### src/rtl/conv_frame_sched.sv
// Frame sequencer for the 3x3 conv datapath: feeds one IMG_W x IMG_H frame,
// drains the pipeline, and issues capture enables with the (row, col) of each output.
//
// state   | meaning
// --------+---------------------------------------------------------
// S_IDLE  | waiting for start; cnt held at 0
// S_FEED  | accepting pixels; cnt advances on each in_vld beat
// S_DRAIN | no input; cnt free-runs to flush the conv pipeline
// S_DONE  | one-cycle completion pulse, then back to S_IDLE
module conv_frame_sched #(
  parameter int IMG_W    = 8,
  parameter int IMG_H    = 8,
  parameter int K        = 3,
  parameter int PIPE_LAT = 2,
  parameter int DRAIN    = 5,
  localparam int CNT_LAST = IMG_W*IMG_H + DRAIN - 1,
  localparam int CNT_W    = $clog2(CNT_LAST+1),
  localparam int ROW_W    = $clog2(IMG_H-K+1),
  localparam int COL_W    = $clog2(IMG_W-K+1),
  localparam int NUM_W    = $clog2((IMG_W-K+1)*(IMG_H-K+1)+1)
) (
  input  logic             clk,
  input  logic             rst,
  input  logic             start,
  input  logic             abort,
  input  logic             in_vld,
  output logic             in_rdy,
  output logic [CNT_W-1:0] cnt,
  output logic             step,
  output logic             cap_en,
  output logic [ROW_W-1:0] out_row,
  output logic [COL_W-1:0] out_col,
  output logic [NUM_W-1:0] out_num,
  output logic             busy,
  output logic             done
);

  localparam int OUT_W = IMG_W - K + 1;
  localparam int OUT_H = IMG_H - K + 1;
  localparam int N_OUT = OUT_W * OUT_H;
  localparam int OFF   = (K-1)*IMG_W + (K-1) + PIPE_LAT;

  localparam logic [CNT_W-1:0] OFF_C       = CNT_W'(OFF);
  localparam logic [CNT_W-1:0] IMG_W_C     = CNT_W'(IMG_W);
  localparam logic [CNT_W-1:0] OUT_W_C     = CNT_W'(OUT_W);
  localparam logic [CNT_W-1:0] OUT_H_C     = CNT_W'(OUT_H);
  localparam logic [CNT_W-1:0] FEED_LAST_C = CNT_W'(IMG_W*IMG_H - 1);
  localparam logic [CNT_W-1:0] CNT_LAST_C  = CNT_W'(CNT_LAST);
  localparam logic [COL_W-1:0] COL_LAST_C  = COL_W'(OUT_W - 1);
  localparam logic [NUM_W-1:0] NUM_MAX_C   = NUM_W'(N_OUT);

  typedef enum logic [1:0] {S_IDLE, S_FEED, S_DRAIN, S_DONE} state_t;

  state_t           state;
  logic             in_win;
  logic [CNT_W-1:0] rel;

  always_comb begin
    in_rdy = (state == S_FEED);
    busy   = (state != S_IDLE);
    done   = (state == S_DONE);
    // abort wins over any advance, which also suppresses capture that cycle
    step   = ((state == S_FEED && in_vld) || state == S_DRAIN) && !abort;
    in_win = (cnt >= OFF_C);
    rel    = in_win ? (cnt - OFF_C) : '0;
    cap_en = step && in_win && ((rel % IMG_W_C) < OUT_W_C) && ((rel / IMG_W_C) < OUT_H_C);
  end

  always_ff @(posedge clk or posedge rst) begin
    if (rst) begin
      state   <= S_IDLE;
      cnt     <= '0;
      out_row <= '0;
      out_col <= '0;
      out_num <= '0;
    end else begin
      unique case (state)
        S_IDLE: begin
          if (start) begin
            state   <= S_FEED;
            cnt     <= '0;
            out_row <= '0;
            out_col <= '0;
            out_num <= '0;
          end
        end
        S_FEED: begin
          if (abort) begin
            state <= S_IDLE;
            cnt   <= '0;
          end else if (step) begin
            if (cnt == FEED_LAST_C) state <= S_DRAIN;
            cnt <= cnt + CNT_W'(1);
          end
        end
        S_DRAIN: begin
          if (abort) begin
            state <= S_IDLE;
            cnt   <= '0;
          end else if (cnt == CNT_LAST_C) begin
            state <= S_DONE;
          end else begin
            cnt <= cnt + CNT_W'(1);
          end
        end
        S_DONE: begin
          state <= S_IDLE;
          cnt   <= '0;
        end
        default: begin
          state <= S_IDLE;
          cnt   <= '0;
        end
      endcase

      // cap_en is only ever high in FEED/DRAIN, so this never collides with the IDLE clear
      if (cap_en) begin
        if (out_col == COL_LAST_C) begin
          out_col <= '0;
          out_row <= out_row + ROW_W'(1);
        end else begin
          out_col <= out_col + COL_W'(1);
        end
        if (out_num != NUM_MAX_C) out_num <= out_num + NUM_W'(1);
      end
    end
  end

endmodule

### config.mk
export PLATFORM = sky130hd
export DESIGN_NAME = conv_frame_sched
export DESIGN_NICKNAME = d
export VERILOG_FILES = /design/src/rtl/conv_frame_sched.sv
export SDC_FILE = /design/constraint.sdc
export NUM_CORES = 1
export LEC_CHECK = 0
export CORE_MARGIN = 1
export CORE_UTILIZATION = 55
export CTS_BUF_LIST = sky130_fd_sc_hd__clkbuf_8
export DETAILED_ROUTE_END_ITERATION = 12
export PLACE_DENSITY = 0.86
export RECOVER_POWER = 25
export SYNTH_ARGS = -nofsm -noshare
export SYNTH_HDL_FRONTEND = slang
export SYNTH_SLANG_ARGS = --single-unit
export TNS_END_PERCENT = 50
### constraint.sdc
create_clock -name clk -period 4.3 [get_ports clk]
set_clock_uncertainty 0.1 [all_clocks]
set_input_delay 0.86 -clock clk [delete_from_list [all_inputs] [get_ports clk]]
set_output_delay 0.86 -clock clk [all_outputs]
set_load 0.05 [all_outputs]
==> metrics.txt, run 1 <==
Synth Warn # 0; most frequent cell after synthesis dfrtp_1; Clock Latency Late Sink 0.26 ns; HP Class reg2reg; area of the mapped netlist 0.001348 sq mm; dpl ws 0.5436 ns; gr ovfl total 0; Vias 1216; largest family of logic cells by synthesized area simple AND/OR/NAND/NOR gates; Routability Congestion 0.8480; Hold EP out_row[2]; hold_buf cts 0; Synth top area share 39.00%; Worst VDD drop 370.8 uV; Final WS setup 0.5235 ns; post-synth top area cell dfrtp_1; vias in the first global route 1150; Initial Utilization 59.77%; Critical Path AT 2.82 ns; Post-Synth Adder-Cell Area 9.285%; clk slew on worst S/H paths 0.08 ns; final worst path period share 87.83%; Min Hold Slack 0.4150 ns; clock sinks 21; HP Start out_row[2]; Critical Path RT 3.34 ns; GR peak layer met2; ANT cells 0; worst-margin pin slew 0.8145 ns; crit path launch type primary input; Post-CTS Resized 0; largest net degree at the start of global routing 22; synthesized instance count 151; fmax 264.8 MHz; Post-synth top flop dfrtp_1; nets@finish 195; number of setup buffers added after CTS 0; compound-cell area share of the yosys netlist 18.38%; final WL 2.866 mm; Pwr Density 429.6 mW/mm^2; Num CTS Buffers 3; fin crit period 3.777 ns; Avg Cell Area, Syn 8.924 sq um; post-synthesis register bit count 21; Reg-to-Reg End cnt[2]; Yosys cell types 41; Die Area 0.002652 sq mm; syn_nets 166; number of flops mapped to enable cells by yosys 0; depth of the worst hold-timing path 1; clk buf depth 2; cells on worst reg2reg path 7; Die H 51.50 microns; DRT iter0 DRCs 19; Rel. slew slack 45.64%; asr flop ratio synth 100.0%; status complete, no violations; row count 17; leakage dissipation 0.7195 nW; Max Slew Vio Count 0; Placeable Area 0.002255 sq mm; drt drc 0; All-Layer GR Usage 24.61%; M3 GR Usage 4.094%; XOR/XNOR Fraction of Synth Area 0%; vias per inst 5.874; drt pass-1 iters 4; area grow syn2layout 24.88%; share of cells above drive strength 1 6.704%; Antenna Violating Nets Remaining 0; CP Class in2out; Crit. End Element primary output; simple-gate share of the synthesized area 23.77%; first-pass GRT wire length 4.843 mm; r2r setup slk 2.05 ns; routing usage on met2 45.45%; Final Hold Vio Count 0; final HPWL from detailed placement 2.206 mm; GR Layer Usage met1 27.60%; crit-path max FO 16; CTS H-tree depth 1; clock root buffer master clkbuf_8; I/O Buffers 28; Sum Neg Setup Slack 0 ns; DR WL/cell 13.85 microns; final setup violation count 0; sequential-to-total area share from yosys stat 39.00%; Max-Cap Viols 0; mux contribution to synthesized area 3.714%; reg-to-reg startpoint state[0]; Area contributors post-synth dfrtp_1 39%, ha_1 9.3%, nand2_1 5.6%, o21ai_0 5.2%, inv_1 3.9%; initial antenna violation count 0; CTS tree done; die span in x 51.50 microns; commonest cells in the netlist 21 x dfrtp_1, 20 x nand2_1, 14 x inv_1, 14 x o21ai_0; RSZ-0062 raised after global routing false; I/O pin total 29
[layout by cell type (no fill, tap or decap), drive strengths merged, types with 2 or more instances in the layout]
cell / instances
dfrtp: 21
nand3: 9
inv: 14
clkdlybuf4s50: 27
clkbuf: 3
nor3: 5
o21ai: 16
and2: 2
nor2: 11
mux2i: 5
o31ai: 4
a311o: 3
nand2: 20
nor4: 2
a21o: 3
nand2b: 2
a21oi: 2
ha: 10
[worst max path at each step]
stage	from	to	slack (ns)	cells after the start
3_3_place_gp	abort	cap_en	0.61	5
4_1_cts	abort	cap_en	0.54	5
6_report	abort	cap_en	0.52	5
5_1_grt	abort	cap_en	0.44	5
3_5_place_dp	abort	cap_en	0.54	5
2_1_floorplan	state[1]	cap_en	0.83	6
[cell type report]
cell class	count	area, sq um
Clock buffer	3	41.29
Tap cell	28	35.03
Inverter	14	52.55
Sequential cell	21	525.5
Fill cell	177	571.8
Clock inverter	1	5.005
Timing Repair Buffer	28	280.3
Multi-Input combinational cell	112	743.2
[layer usage]
metal,wire length [microns],vias to the layer above
li1,-,592
met1,1266,584
met3,105,8
met4,63,0
met2,1430,32
met5,0,-
[cells by family after synthesis]
| kind of cell | count (synthesis) |
|---|---|
| buffers and inverters | 18 |
| flip-flops | 21 |
| adder cells (fa/ha/maj) | 10 |
| AO/OA/AOI/OAI | 37 |
| multiplexers | 5 |
| AND/OR/NAND/NOR | 60 |
[registers in the layout, indices dropped and copies added, names as in the netlist]
register  cells
cnt           7
out_col       3
out_num       6
out_row       3
state         2
[critical path, cell delays in order]
cell	delay, ns
clkdlybuf4s50_1	0.53
nor2_1	0.22
o21ai_2	0.24
inv_1	0.15
clkdlybuf4s50_1	0.81
[report_power, final]
group | internal [mW] | total [mW] | leakage, nW | switching, mW
Sequential | 0.214 | 0.239 | 0.290 | 0.0251
Clock | 0.0646 | 0.131 | 0.0255 | 0.0667
Combinational | 0.120 | 0.353 | 0.404 | 0.233
Total | 0.399 | 0.723 | 0.720 | 0.324
[metrics by stage]
stage,utilization (%),power (mW),cells,area [sq um]
floorplan,-,0.5046,151,1348
global placement,72.59,0.5865,203,1637
detailed placement,72.59,0.5958,203,1637
CTS,74.64,0.7276,207,1683
global route,74.64,0.7702,207,1683
finish,74.64,0.7230,207,1683
Note: power is estimated with default switching activity, not from simulation.
==> inputs of run 2 (changes only) <==
--- a/config.mk
+++ b/config.mk
@@ -5,6 +5,7 @@
 export SDC_FILE = /design/constraint.sdc
 export NUM_CORES = 1
 export LEC_CHECK = 0
+export CAP_MARGIN = 20
 export CORE_MARGIN = 1
 export CORE_UTILIZATION = 55
 export CTS_BUF_LIST = sky130_fd_sc_hd__clkbuf_8
==> results of run 2 <==
No change in the layout: final DEF, timing and power equal those of run 1.
==> inputs of run 3 (changes only) <==
--- a/config.mk
+++ b/config.mk
@@ -10,6 +10,7 @@
 export CORE_UTILIZATION = 55
 export CTS_BUF_LIST = sky130_fd_sc_hd__clkbuf_8
 export DETAILED_ROUTE_END_ITERATION = 12
+export MAX_ROUTING_LAYER = met4
 export PLACE_DENSITY = 0.86
 export RECOVER_POWER = 25
 export SYNTH_ARGS = -nofsm -noshare
==> metrics.txt, run 3 (synthesis gave the netlist of run 1 again) <==
status complete, no violations; Critical Path AT 2.82 ns (about the same); Die Area 0.002652 sq mm (unchanged); Rel. slew slack 45.73% (+0.097 points); RSZ-0062 raised after global routing false; worst-margin pin slew 0.8131 ns (-0.001454 ns); fmax 264.7 MHz (about the same); Clock Latency Late Sink 0.26 ns (about the same); crit path launch type primary input; HP Start out_row[2]; Placeable Area 0.002255 sq mm (unchanged); Post-DP Area 0.001637 sq mm (unchanged); drt pass-1 iters 4 (unchanged); I/O Buffers 28 (unchanged); final setup violation count 0 (unchanged); leakage dissipation 0.7195 nW (unchanged); clock sinks 21 (unchanged); row count 17 (unchanged); commonest non-fill, non-tap cells in the layout 27 x clkdlybuf4s50_1, 21 x dfrtp_1, 20 x nand2_1; clock root buffer master clkbuf_8; reg-to-reg startpoint state[0]; share of cells above drive strength 1 6.704% (unchanged); Critical Path, Cell by Cell clkdlybuf4s50_1, nor2_1, o21ai_2, inv_1, clkdlybuf4s50_1; CTS tree done; largest net degree at the start of global routing 22 (unchanged); final instance area 0.001683 sq mm (unchanged); final worst path period share 87.85% (about the same); depth of the worst hold-timing path 1 (unchanged); Num CTS Buffers 3 (unchanged); Critical Path RT 3.34 ns (about the same); Routability Congestion 0.8613 (+1.6%); area grow syn2layout 24.88% (unchanged); most common cell after layout, fill and taps aside clkdlybuf4s50_1; Antenna Violating Nets Remaining 0 (unchanged); r2r setup slk 2.05 ns (about the same); ANT cells 0 (unchanged); Top Registers cnt: 7 flops, out_num: 6 flops; I/O pin total 29 (unchanged); HP Class reg2reg; Final Hold Vio Count 0 (unchanged); CP Class in2out; All-Layer GR Usage 25.27% (+0.66 points); CTS H-tree depth 1 (unchanged); Min Hold Slack 0.4146 ns (-0.0003660 ns); Initial Utilization 59.77% (unchanged); Post-CTS Resized 0 (unchanged); Pwr Density 429.5 mW/mm^2 (about the same); crit-path max FO 16 (unchanged); vias in the first global route 1150 (unchanged); Die H 51.50 microns (unchanged); delay-heaviest family, CP buffers and inverters; gr ovfl total 0 (unchanged); clk slew on worst S/H paths 0.08 ns (about the same); Hold EP out_row[2]; Worst VDD drop 369.5 uV (-0.35%); dpl ws 0.5436 ns (unchanged); worst stage delay on the critical path 0.81 ns (about the same); Reg-to-Reg End cnt[2]; die span in x 51.50 microns (unchanged); DRT iter0 DRCs 17 (-2); final WL 2.863 mm (-0.10%); Reg with most FFs cnt; Vias 1207 (-0.74%); number of setup buffers added after CTS 0 (unchanged); most used cell along the critical path clkdlybuf4s50_1; drt drc 0 (unchanged); WP buf/inv 3 (unchanged); Sum Neg Setup Slack 0 ns (unchanged); clk buf depth 2 (unchanged); Slowest-stage cell, CP clkdlybuf4s50_1; max reg flops 7 (unchanged); cells on worst reg2reg path 7 (unchanged); initial antenna violation count 0 (unchanged); cell depth of the worst setup path 5 (unchanged); final HPWL from detailed placement 2.206 mm (unchanged); Max-Cap Viols 0 (unchanged); vias per inst 5.831 (-0.74%); fin crit period 3.777 ns (+0.0009980 ns); Final WS setup 0.5225 ns (-0.0009980 ns); nets@finish 195 (unchanged); first-pass GRT wire length 4.843 mm (unchanged); Crit. End Element primary output; Max Slew Vio Count 0 (unchanged); DR WL/cell 13.83 microns (-0.10%); hold_buf cts 0 (unchanged); post-layout util 74.64% (unchanged)
-- run 3: worst max-delay path by stage --
stage          startpoint  slack (ns)     end
2_1_floorplan    state[1]        0.83  cap_en
3_3_place_gp        abort        0.61  cap_en
3_5_place_dp        abort        0.54  cap_en
4_1_cts             abort        0.54  cap_en
5_1_grt             abort        0.44  cap_en
6_report            abort        0.52  cap_en
-- run 3: report_power, final --
group          switching (mW)  internal (mW)  leakage, nW
registers              0.0249          0.214        0.290
logic                   0.232          0.120        0.404
clock network          0.0668         0.0646       0.0255
total                   0.324          0.399        0.720
-- run 3: area by class of cell --
| type | count | area, sq um |
|---|---|---|
| clock inverters | 1 | 5.005 |
| clock buffers | 3 | 41.29 |
| multi-input cells | 112 | 743.2 |
| flip-flops and latches | 21 | 525.5 |
| repair buffers | 28 | 280.3 |
| fillers | 177 | 571.8 |
| inverters | 14 | 52.55 |
| well taps | 28 | 35.03 |
-- run 3: per-layer routing --
metal	vias up	share of wire [%]	GRT usage, %
li1	592	-	-
met1	580	45	28.17
met2	27	50	45.45
met3	8	2.4	3.216
met4	0	2.2	10.36
met5	-	0	-
-- run 3: metrics by stage --
| stage | power (mW) | instances |
|---|---|---|
| after CTS | 0.7276 | 207 |
| after global placement | 0.5865 | 203 |
| final | 0.7227 | 207 |
| after floorplan | 0.5046 | 151 |
| after detailed placement | 0.5958 | 203 |
| after global routing | 0.7700 | 207 |
